## src/rtl/dna_port_ctrl_pkg.sv

```systemverilog
// Shared types and constants for the device-DNA readout controller.
package dna_pkg;

  localparam int DNA_WIDTH = 57;

  typedef enum logic [1:0] {
    IDLE  = 2'd0,
    LOAD  = 2'd1,
    SHIFT = 2'd2,
    DONE  = 2'd3
  } dna_state_t;

  // Reference ID used by simulation models of the primitive.
  localparam logic [DNA_WIDTH-1:0] DNA_SIM_VALUE = 57'h0AAAAAAAAAAAAAA;

endpackage

```

## src/rtl/dna_port_ctrl_if.sv

```systemverilog
// Request/result handshake between an ID consumer and dna_port_ctrl.
// start is a one-cycle request; busy covers acceptance..dna_valid rise;
// dna_value/dna_mismatch are meaningful only while dna_valid is high.
interface dna_port_ctrl_if;
  import dna_pkg::*;

  logic                 start;
  logic                 busy;
  logic                 dna_valid;
  logic [DNA_WIDTH-1:0] dna_value;
  logic                 dna_mismatch;

  modport master (
    output start,
    input  busy,
    input  dna_valid,
    input  dna_value,
    input  dna_mismatch
  );

  modport slave (
    input  start,
    output busy,
    output dna_valid,
    output dna_value,
    output dna_mismatch
  );

endinterface

```

## src/rtl/dna_port_ctrl_clk_gen.sv

```systemverilog
// Registered DNA clock divider: dna_clk toggles every CLK_DIV clk cycles while
// run is high; rise_evt/fall_evt flag the clk cycle whose edge makes the toggle.
module dna_clk_gen #(
  parameter int CLK_DIV = 8
) (
  input  logic clk,
  input  logic reset_n,
  input  logic run,
  output logic dna_clk,
  output logic rise_evt,
  output logic fall_evt
);

  logic [7:0] div_cnt;
  logic       wrap;

  assign wrap     = run && (div_cnt == 8'(CLK_DIV - 1));
  assign rise_evt = wrap && !dna_clk;
  assign fall_evt = wrap && dna_clk;

  always_ff @(posedge clk) begin
    if (!reset_n || !run) begin
      div_cnt <= 8'd0;
      dna_clk <= 1'b0;
    end else if (wrap) begin
      div_cnt <= 8'd0;
      dna_clk <= ~dna_clk;
    end else begin
      div_cnt <= div_cnt + 8'd1;
    end
  end

endmodule

```

## src/rtl/dna_port_ctrl.sv

```systemverilog
// Start/valid sequencer for the DNA_PORT primitive. Define DNA_VERIFY_EN to
// perform a second verify read per request and flag any disagreement.
module dna_port_ctrl
  import dna_pkg::*;
#(
  parameter int CLK_DIV = 8
) (
  input  logic       clk,
  input  logic       reset_n,
  dna_port_ctrl_if.slave io,
  output logic       dna_clk,
  output logic       dna_read,
  output logic       dna_shift,
  output logic       dna_din,
  input  logic       dna_dout,
  output dna_state_t dbg_state
);

  dna_state_t           state;
  logic [5:0]           bit_cnt;
  logic [DNA_WIDTH-1:0] shadow;
  logic [DNA_WIDTH-1:0] shadow_nxt;
  logic                 run;
  logic                 rise_evt;
  logic                 fall_evt;
`ifdef DNA_VERIFY_EN
  logic                 pass2;
  logic [DNA_WIDTH-1:0] first_val;
`endif

  assign run        = (state == LOAD) || (state == SHIFT);
  assign shadow_nxt = {shadow[DNA_WIDTH-2:0], dna_dout};
  assign dna_din    = 1'b0;
  assign dbg_state  = state;

  dna_clk_gen #(.CLK_DIV(CLK_DIV)) u_clk_gen (
    .clk      (clk),
    .reset_n  (reset_n),
    .run      (run),
    .dna_clk  (dna_clk),
    .rise_evt (rise_evt),
    .fall_evt (fall_evt)
  );

  // Controls change and DOUT is sampled only on fall events, so READ/SHIFT
  // are settled half a DNA period before every rising edge.
  always_ff @(posedge clk) begin
    if (!reset_n) begin
      state           <= IDLE;
      bit_cnt         <= 6'd0;
      shadow          <= '0;
      dna_read        <= 1'b0;
      dna_shift       <= 1'b0;
      io.busy         <= 1'b0;
      io.dna_valid    <= 1'b0;
      io.dna_value    <= '0;
      io.dna_mismatch <= 1'b0;
`ifdef DNA_VERIFY_EN
      pass2           <= 1'b0;
      first_val       <= '0;
`endif
    end else begin
      case (state)
        IDLE, DONE: begin
          if (io.busy) begin
            // First cycle in DONE: publish the completed result.
            io.busy      <= 1'b0;
            io.dna_valid <= 1'b1;
`ifdef DNA_VERIFY_EN
            io.dna_value    <= first_val;
            io.dna_mismatch <= (first_val != shadow);
`else
            io.dna_value    <= shadow;
`endif
          end else if (io.start) begin
            state        <= LOAD;
            dna_read     <= 1'b1;
            dna_shift    <= 1'b0;
            io.busy      <= 1'b1;
            io.dna_valid <= 1'b0;
            bit_cnt      <= 6'd0;
            shadow       <= '0;
`ifdef DNA_VERIFY_EN
            pass2        <= 1'b0;
`endif
          end
        end
        LOAD: begin
          if (fall_evt) begin
            dna_read  <= 1'b0;
            dna_shift <= 1'b1;
            shadow    <= shadow_nxt;
            bit_cnt   <= 6'd1;
            state     <= SHIFT;
          end
        end
        SHIFT: begin
          if (fall_evt) begin
            shadow  <= shadow_nxt;
            bit_cnt <= bit_cnt + 6'd1;
            if (bit_cnt == 6'(DNA_WIDTH - 1)) begin
              dna_shift <= 1'b0;
`ifdef DNA_VERIFY_EN
              if (!pass2) begin
                // Divider keeps running: the verify pass starts seamlessly.
                pass2     <= 1'b1;
                first_val <= shadow_nxt;
                dna_read  <= 1'b1;
                bit_cnt   <= 6'd0;
                state     <= LOAD;
              end else begin
                state <= DONE;
              end
`else
              state <= DONE;
`endif
            end
          end
        end
        default: state <= IDLE;
      endcase
    end
  end

endmodule

```

## src/flat_wrapper.sv

```systemverilog
// flat-port wrapper written by rule: the top's interface ports become plain ports
module dna_port_ctrl_flat import dna_pkg::*;
#(
  parameter int CLK_DIV = 8
)
  (clk, reset_n, dna_clk, dna_read, dna_shift, dna_din, dna_dout, dbg_state, io_start, io_busy, io_dna_valid, io_dna_value, io_dna_mismatch);
  dna_port_ctrl_if io_i ();
  input  logic clk;
  input  logic reset_n;
  output logic dna_clk;
  output logic dna_read;
  output logic dna_shift;
  output logic dna_din;
  input  logic dna_dout;
  output dna_state_t dbg_state;
  input wire logic [$bits(io_i.start)-1:0] io_start;
  output wire logic [$bits(io_i.busy)-1:0] io_busy;
  output wire logic [$bits(io_i.dna_valid)-1:0] io_dna_valid;
  output wire logic [$bits(io_i.dna_value)-1:0] io_dna_value;
  output wire logic [$bits(io_i.dna_mismatch)-1:0] io_dna_mismatch;
  assign io_i.start = io_start;
  assign io_busy = io_i.busy;
  assign io_dna_valid = io_i.dna_valid;
  assign io_dna_value = io_i.dna_value;
  assign io_dna_mismatch = io_i.dna_mismatch;
  dna_port_ctrl #(.CLK_DIV(CLK_DIV)) u_core (.clk(clk), .reset_n(reset_n), .io(io_i), .dna_clk(dna_clk), .dna_read(dna_read), .dna_shift(dna_shift), .dna_din(dna_din), .dna_dout(dna_dout), .dbg_state(dbg_state));
endmodule
```

## config.mk

```make
export PLATFORM = sky130hd
export DESIGN_NAME = dna_port_ctrl_flat
export DESIGN_NICKNAME = d
export VERILOG_FILES = /design/src/rtl/dna_port_ctrl_pkg.sv /design/src/rtl/dna_port_ctrl_if.sv /design/src/rtl/dna_port_ctrl_clk_gen.sv /design/src/rtl/dna_port_ctrl.sv /design/src/flat_wrapper.sv
export SDC_FILE = /design/constraint.sdc
export NUM_CORES = 1
export LEC_CHECK = 0
export CORE_ASPECT_RATIO = 2
export CORE_MARGIN = 4
export CORE_UTILIZATION = 55
export DETAILED_ROUTE_END_ITERATION = 7
export DONT_BUFFER_PORTS = 1
export PLACE_DENSITY = 0.71
export SYNTH_ARGS = -nofsm -noshare
export SYNTH_HDL_FRONTEND = slang
export SYNTH_SLANG_ARGS = --single-unit
```

## constraint.sdc

```tcl
create_clock -name clk -period 5.3 [get_ports clk]
set_input_delay 1.06 -clock clk [delete_from_list [all_inputs] [get_ports clk]]
set_output_delay 1.06 -clock clk [all_outputs]
set_load 0.005 [all_outputs]
```

After elaboration in Yosys (flattened, before gate mapping)

Index checks and enable logic that the tools add are counted.

Flip-flop bits (word level): 135
Latch bits: 0
RAM bits: 0
Memory bits (read-only): 0
Input port bits: 4
Memories: 0

Add/sub/neg operators: 2
$mul: 0
Divide/modulo/power cells: 0
Order comparisons: 0
Equality and inequality tests: 11
Shifts and indexed selects: 0
Mux-type cells: 28
Bitwise logic cells: 1
Reduce and logical (&&, ||, !) cells: 18

Operators by type and width:

| cell                                          | number |
|---|---|
| two-way mux 57 bit                            | 3 |
| one-hot mux 57 bit (2 select lines)           | 1 |
| two-way mux 6 bit                             | 4 |
| one-hot mux 6 bit (3 select lines)            | 1 |
| two-way mux 1 bit                             | 11 |
| two-way mux 2 bit                             | 5 |
| adder 8 x 1 -> 8 bit, second input constant   | 1 |
| == test 8 x 3 -> 1 bit, second input constant | 1 |
| AND reduction 4 bit                           | 2 |
| adder 6 x 1 -> 6 bit, second input constant   | 1 |
| == test 6 bit, second input constant          | 1 |
| != test 2 x 1 -> 1 bit, second input constant | 3 |
| != test 2 bit, second input constant          | 3 |
| one-hot mux 2 bit (3 select lines)            | 1 |
| OR reduction 2 bit                            | 3 |
| AND reduction 5 bit                           | 1 |
| == test 2 bit, second input constant          | 2 |
| AND reduction 2 bit                           | 2 |
| nonzero test 2 bit                            | 2 |
| one-hot mux 1 bit (3 select lines)            | 1 |
| AND reduction 3 bit                           | 1 |
| == test 2 x 1 -> 1 bit, second input constant | 1 |
| logical AND 1 bit                             | 2 |
| zero test 1 bit                               | 2 |
| 4 further kinds                               | 5 |

Logic depth before layout (Yosys ltp)

Gate-level depths: netlist (run 1).

Depth in word-level cells: 6
Depth in mapped cells: 9
Depth with buffers taken out: 6

Cells and area by module

A second synthesis (run 1) with hierarchy kept.

Cell total of the unflattened synthesis: 565
Area total of the unflattened synthesis: 4942.2 um2

By module, submodules not included:

| module        | times used | cells an instance | area an instance (um2) | sequential area each (um2) |
|---|---|---|---|---|
| dna_port_ctrl | 1          | 521               | 4561.9                 | 2522.4 |
| dna_clk_gen   | 1          | 44                | 380.4                  | 180.2 |

Least setup slack after synthesis (run 1)

OpenSTA, ideal clock, no wires.

Path type: input-to-reg
From: input reset_n
To: register u_core.shadow[10]
Setup time: 59 ps
Data arrival time: 2069 ps
Data required time: 5241 ps
Slack: 3173 ps
Stages: 5
Buffers on the path: 2
Cells stage by stage: clkbuf_1 > nand2b_1 > nor2_2 > buf_2 > a22o_1

RTL lines:

| element              | line                | source |
|---|---|---|
| start, declared      | flat_wrapper.sv:9   | `input logic reset_n;` |
| end signal, assigned | dna_port_ctrl.sv:92 | `shadow <= shadow_nxt;` |
| end signal, assigned | dna_port_ctrl.sv:99 | `shadow <= shadow_nxt;` |
| end, declared        | dna_port_ctrl.sv:21 | `logic [DNA_WIDTH-1:0] shadow;` |

Worst setup path in the final report (run 1)

From: register u_core.state[0] (netlist: u_core.dbg_state[0])
To: register u_core.shadow[29]

Word-level cells in the longest chain between the ends: 6

RTL lines:

| element                                                 | line                                     | source |
|---|---|---|
| start, declared                                         | dna_port_ctrl.sv:19                      | `dna_state_t state;` |
| start signal, assigned                                  | dna_port_ctrl.sv:49                      | `state <= IDLE;` |
| start signal, assigned                                  | dna_port_ctrl.sv:76                      | `state <= LOAD;` |
| start signal, assigned                                  | dna_port_ctrl.sv:94                      | `state <= SHIFT;` |
| == test 2 x 1 -> 1 bit or == test 2 bit (tied branches) | dna_port_ctrl.sv:31, dna_port_ctrl.sv:63 |  |
| logical OR 1 bit                                        | dna_port_ctrl.sv:31                      | `assign run = (state == LOAD) \|\| (state == SHIFT);` |
| logical AND 1 bit                                       | dna_port_ctrl_clk_gen.sv:17              | `assign wrap = run && (div_cnt == 8'(CLK_DIV - 1));` |
| logical AND 1 bit                                       | dna_port_ctrl_clk_gen.sv:19              | `assign fall_evt = wrap && dna_clk;` |
| != test 2 x 1 -> 1 bit (no line)                        | --                                       |  |
| AND reduction 3 bit (no line)                           | --                                       |  |

Several ways; a longest one is shown, not always the timed one.
A chain may end at the register's enable or synchronous reset.

==> out/metrics.yaml, run 1 <==
finish:
  final_net_count: 497
  layout.cells.most_common: "dfxtp_1"
  n_antenna_cell: 0
  area_delta_synth_final_pct: 11.1
  instances_no_fill: 601
  final_area_sq_um: 5340
  layout-drive-gt1-share_pct: 7.98
  most-common-layout-cells: "135 x dfxtp_1, 126 x nand2_1, 55 x a22o_1, 51 x a21oi_1, 17 x clkbuf_16"
  utilization_pct: 62.2
yosys:
  syn_avg_cell_area_sq_um: 9.56
  synth_warnings: 0
  synth_seq_cells: 135
  yosysUniqueCellTypes: 38
  ys_seq_area_share_pct: 56.2
  async_flop_share_pct: 0
  synth_flop_cell: "dfxtp_1"
  synth_edf_count: 0
  syn_area_sq_um: 4810
  netlist_instances: 503
critical_path:
  crit_required_ns: 5.64
  path_max_fanout: 55
  crit_arrival_ns: 3.30
  start_kind: "flip-flop"
  critPathSlowestCell: "nor2_4"
  critPathTopFamily: "simple AND/OR/NAND/NOR gates"
  reg2reg_from: "u_core.dbg_state[0]$_SDFFE_PN0P_"
  crit_type: "reg -> reg"
  setup.worst_path.start: "u_core.dbg_state[0]$_SDFFE_PN0P_"
  worstSetupEndpointType: "flip-flop"
  crit_chain: "inv_1 -> ha_1 -> nor4b_4 -> nand3_2 -> nor2_4 -> a22o_1"
  path_buf_inv: 1
  slowest_delay_ns: 1.00
timing:
  finClkSkew_ns: 0.00662
  fin_ws_ns: 2.34
  finalHoldViolations: 0
  worst_pin_slew_ns: 1.18
  period_needed_ns: 2.96
  holdWs_ns: 0.472
  setup_viol: 0
  fin_tns_setup_ns: 0
  slew_headroom_pct: 20.9
  rsz0062_at_grt: "false"
  report.final.slew_viol_count: 0
  fmax_mhz: 338
  period_share_pct: 55.8
detailed_routing:
  first_pass_iters: 4
  wl_um: 9570
  wl_per_cell_um: 15.9
  routed_via_density: 5.74
  drt.antenna.violating_nets: 0
  via_count: 3451
  drc: 0
  drt_iter0_drc: 202
min_path:
  hp-start: "u_core.shadow[45]$_SDFFE_PN0P_"
  worstHoldPathType: "reg -> reg"
floorplan:
  die_area_sq_um: 10400
  die_w_um: 74.1
  initial_core_util_pct: 56.0
  num_io_pins: 70
  chipHeight_um: 140
  rows: 48
  core_region_area_sq_um: 8590
global_routing:
  grt_pass1_vias: 3428
  overflow: 0
  grtUsageTotal_pct: 19.6
  grt_pass1_wl_um: 16000
  antenna_found_initial: 0
  grt_max_degree: 59
cts:
  post_cts_resized: 0
  insertion_delay_ns: 0.41
  cts_tree: "done"
  cts_hold_buf: 0
  cts_sinks: 135
  clk_pin_slew_ns: 0.06
  cts_buffers: 17
  post_cts_buffers: 0
  ctsRootBufferMaster: "clkbuf_16"
  cts_max_path_buffers: 2
  cts_max_level: 4
place:
  port_buffers: 0
  dpl_worst_slack_ns: 2.35
  dpl-instance-area_sq_um: 4750
  finalWeightedCongestion: 0.791
  hpwlAfterDp_um: 5990
  place_inst: 569
power_and_ir_drop:
  p_total_mw: 2.53
  leakage_nw: 1.91
  irDropWorstVdd_mv: 0.259
  p_per_area_nw_per_um2: 474
run_status:
  status: "finished, final reports clean"
job:
  cap_violations: 0
==> path summary, 6_finish.rpt <==
| path | slack (ns) | end | depth (start not counted) |
|---|---|---|---|
| worst max-delay path | 2.34 | u_core.shadow[29]$_SDFFE_PN0P_ | 6 |
| worst min-delay path | 0.47 | u_core.io.dna_value[45]$_SDFFE_PN0P_ | 2 |
| worst max register to register | 2.34 | u_core.shadow[29]$_SDFFE_PN0P_ | 6 |
| worst min register to register | 0.47 | u_core.io.dna_value[45]$_SDFFE_PN0P_ | 2 |
==> state kept, by name, summed over array words and instances (netlist names) <==
register and count:
u_core.u_clk_gen.dna_clk 1, u_core.dna_read 1, u_core.shadow 57, u_core.io.dna_value 57, u_core.dbg_state 2, u_core.u_clk_gen.div_cnt 8
u_core.io.busy 1, u_core.dna_shift 1, u_core.bit_cnt 6, u_core.io.dna_valid 1
==> per-layer routing <==
| metal | GRT usage (%) | part of all wire [%] | up-vias |
|---|---|---|---|
| met5 | 0 | 0 | - |
| li1 | - | - | 1686 |
| met1 | 21.9 | 40 | 1682 |
| met3 | 5.89 | 5.2 | 15 |
| met4 | 8.79 | 1.8 | 0 |
| met2 | 33.2 | 53 | 68 |
==> cell usage after synthesis (2+ instances only) <==
library cell | instances | area share [%]
and2_1 | 3 | 0.39
a21oi_1 | 51 | 5.3
inv_1 | 7 | 0.55
or3_1 | 2 | 0.26
ha_1 | 5 | 1.3
dfxtp_1 | 135 | 56
nand3b_1 | 2 | 0.31
a22o_1 | 55 | 10
a211o_1 | 2 | 0.36
and3_1 | 4 | 0.52
buf_4 | 5 | 0.78
nand3_1 | 10 | 1.0
nor2_1 | 13 | 1.0
nand2b_1 | 6 | 0.78
clkbuf_1 | 18 | 1.4
mux2i_1 | 5 | 1.0
xor2_1 | 6 | 1.1
buf_6 | 6 | 1.4
a21boi_0 | 15 | 2.3
o22ai_1 | 3 | 0.39
buf_2 | 5 | 0.52
buf_1 | 2 | 0.16
nor2b_1 | 2 | 0.26
nand2_1 | 127 | 9.9
==> worst register-to-register path, cell delays in order, from the launching register on <==
cell	delay [ns]
dfxtp_1	0.39
inv_1	0.06
ha_1	0.41
nor4b_4	0.40
nand3_2	0.32
nor2_4	1.00
a22o_1	0.31
==> area by class of cell <==
class                           instances  area, sq um
Fill cell                             716         3250
Sequential cell                       135         2700
Multi-Input combinational cell        326         1890
Clock buffer                           21          470
Tap cell                              100          125
Clock inverter                         11          123
Inverter                                7         26.3
Timing Repair Buffer                    1         7.51
==> cell families after synthesis <==
family / Yosys count / share of synthesized area (%)
fa+ha+maj: 5 / 1.30
xor+xnor: 7 / 1.28
flops: 135 / 56.2
other cells: 1 / 0.0780
mux: 5 / 1.04
compound gates: 132 / 19.4
simple gates: 175 / 15.9
buf+inv: 43 / 4.81
==> report_power, final <==
group | internal [mW] | total, mW | switching (mW)
clock network | 0.729 | 1.16 | 0.427
logic | 0.0739 | 0.313 | 0.239
registers | 1.04 | 1.06 | 0.0254
Power figures use the tool's default switching activity.
==> run 2: changes to the inputs <==
==> constraint.sdc (replaced) <==
create_clock -name clk -period 3 [get_ports clk]
set_input_delay 0.6 -clock clk [delete_from_list [all_inputs] [get_ports clk]]
set_output_delay 0.6 -clock clk [all_outputs]
set_load 0.005 [all_outputs]
==> run 2 against run 1 <==
Setup slack worse by 1.8 ns. Register-to-register slack lost 1.8 ns. Total power rose by 76%. Worst hold slack got worse by 0.13 ns. Clock power increased by 72%. Non-clock buffer count is 6 higher. Final area grew 0.73%. Critical path type unchanged. Largest power group unchanged. Highest routed layer unchanged.
==> out/metrics.yaml, run 2 (same netlist as run 1, synthesis figures left out) <==
finish:
  n_antenna_cell: 0
  layout-drive-gt1-share_pct: 8.50
  most-common-layout-cells: "135 x dfxtp_1, 126 x nand2_1, 55 x a22o_1, 51 x a21oi_1, 17 x clkbuf_16"
  final_area_sq_um: 5380
  largestRegisters: "u_core.io.dna_value x57, u_core.shadow x57, u_core.u_clk_gen.div_cnt x8"
  area_delta_synth_final_pct: 11.9
  layout.cells.most_common: "dfxtp_1"
  final_net_count: 503
floorplan:
  die_area_sq_um: 10400
  die_w_um: 74.1
  chipHeight_um: 140
  num_io_pins: 70
  initial_core_util_pct: 56.0
  core_region_area_sq_um: 8590
  rows: 48
global_routing:
  antenna_found_initial: 0
  grtUsageMet1_pct: 20.4
  gr-usage-met2_pct: 35.8
  grtUsageTotal_pct: 20.1
  grt_use_met3_pct: 7.54
  gr-max-usage-layer: "met2"
  overflow: 0
  grt_pass1_wl_um: 16200
  grt_pass1_vias: 3537
  grt_max_degree: 56
cts:
  insertion_delay_ns: 0.41
  post_cts_resized: 0
  cts_max_path_buffers: 2
  ctsRootBufferMaster: "clkbuf_16"
  cts_sinks: 135
  cts_max_level: 4
  clk_pin_slew_ns: 0.05
  post_cts_buffers: 0
  cts_tree: "done"
  cts_buffers: 17
  cts_hold_buf: 0
power_and_ir_drop:
  leakage_nw: 1.95
  p_per_area_nw_per_um2: 830
  irDropWorstVdd_mv: 0.481
timing:
  period_needed_ns: 2.43
  setup_viol: 0
  worst_pin_slew_ns: 0.989
  finalHoldViolations: 0
  fin_tns_setup_ns: 0
  slew_headroom_pct: 34.0
  report.final.slew_viol_count: 0
  finClkSkew_ns: 0.00823
  period_share_pct: 81.0
  fmax_mhz: 412
  rsz0062_at_grt: "false"
critical_path:
  crit_type: "reg -> reg"
  start_kind: "flip-flop"
  path_max_fanout: 55
  worstSetupEndpointType: "flip-flop"
  crit_arrival_ns: 2.72
  worstRegToRegCells: 6
  slowest_delay_ns: 0.55
  crit_chain: "inv_1 -> ha_1 -> nor4b_4 -> nand3_2 -> and3_2 -> a22o_1"
  critPathSlowestCell: "and3_2"
  crit_required_ns: 3.29
detailed_routing:
  routed_via_density: 5.74
  drt_iter0_drc: 116
  drt.antenna.violating_nets: 0
  via_count: 3479
  first_pass_iters: 4
  drc: 0
  wl_um: 9710
  wl_per_cell_um: 16.0
run_status:
  status: "finished, final reports clean"
place:
  hpwlAfterDp_um: 6200
  port_buffers: 0
  finalWeightedCongestion: 0.823
  dpl-instance-area_sq_um: 4810
min_path:
  worstHoldPathType: "in -> reg"
  holdPathStages: 1
job:
  cap_violations: 0
==> run 2: cell count changes in the layout (fill, tap and decap cells not counted), sizes merged <==
cell	change
clkbuf	+2
clkinvlp	-3
buf	+6
==> run 2: per-layer routing <==
layer	share of wire (%)	routed length, um	vias up
met5	0	0	-
met4	1.9	185	0
met3	5.5	530	17
met2	53	5120	68
met1	40	3870	1700
li1	-	-	1694
==> run 2: cell type report <==
cell class              instances  area [sq um]
fillers                       755          3210
inverters                       7          26.3
well taps                     100           125
clock inverters                 8          96.3
clock buffers                  23           478
flip-flops and latches        135          2700
repair buffers                  7          65.1
multi-input cells             326          1890
==> run 2: path summary, 6_finish.rpt <==
| path | from | endpoint | slack (ns) |
|---|---|---|---|
| worst max register to register | u_core.dbg_state[0]$_SDFFE_PN0P_ | u_core.shadow[26]$_SDFFE_PN0P_ | 0.57 |
| worst max-delay path | u_core.dbg_state[0]$_SDFFE_PN0P_ | u_core.shadow[26]$_SDFFE_PN0P_ | 0.57 |
| worst min register to register | u_core.shadow[51]$_SDFFE_PN0P_ | u_core.io.dna_value[51]$_SDFFE_PN0P_ | 0.47 |
| worst min-delay path | dna_dout | u_core.shadow[0]$_SDFFE_PN0P_ | 0.34 |
==> run 2: worst max-delay path, delay by kind of cell (launching register included) <==
kind | cells | cell delay [ns]
DFF | 1 | 0.39
adders and majority gates | 1 | 0.42
buffers and inverters | 1 | 0.06
AOI/OAI and AO/OA | 1 | 0.37
and+or+nand+nor | 3 | 1.06
==> run 2: through the flow <==
| stage | util [%] | power, mW | hold slack (ns) | instances | worst slack (ns) |
|---|---|---|---|---|---|
| 6_report | 62.7 | 4.47 | 0.339 | 606 | 0.570 |
| 5_1_grt | 62.7 | 4.66 | 0.322 | 606 | 0.366 |
| 4_1_cts | 62.7 | 4.51 | 0.317 | 606 | 0.544 |
| 3_5_place_dp | 56.0 | 2.52 | 0.465 | 575 | 0.553 |
| 3_3_place_gp | 56.0 | 2.49 | 0.456 | 575 | 0.658 |
| 2_1_floorplan | - | 2.41 | 0.437 | 504 | 0.901 |
==> run 2: power breakdown <==
group	total (mW)	internal, mW	switching [mW]
Combinational	0.591	0.157	0.433
Clock	2.00	1.28	0.716
Sequential	1.88	1.84	0.0442
Total	4.47	3.27	1.19
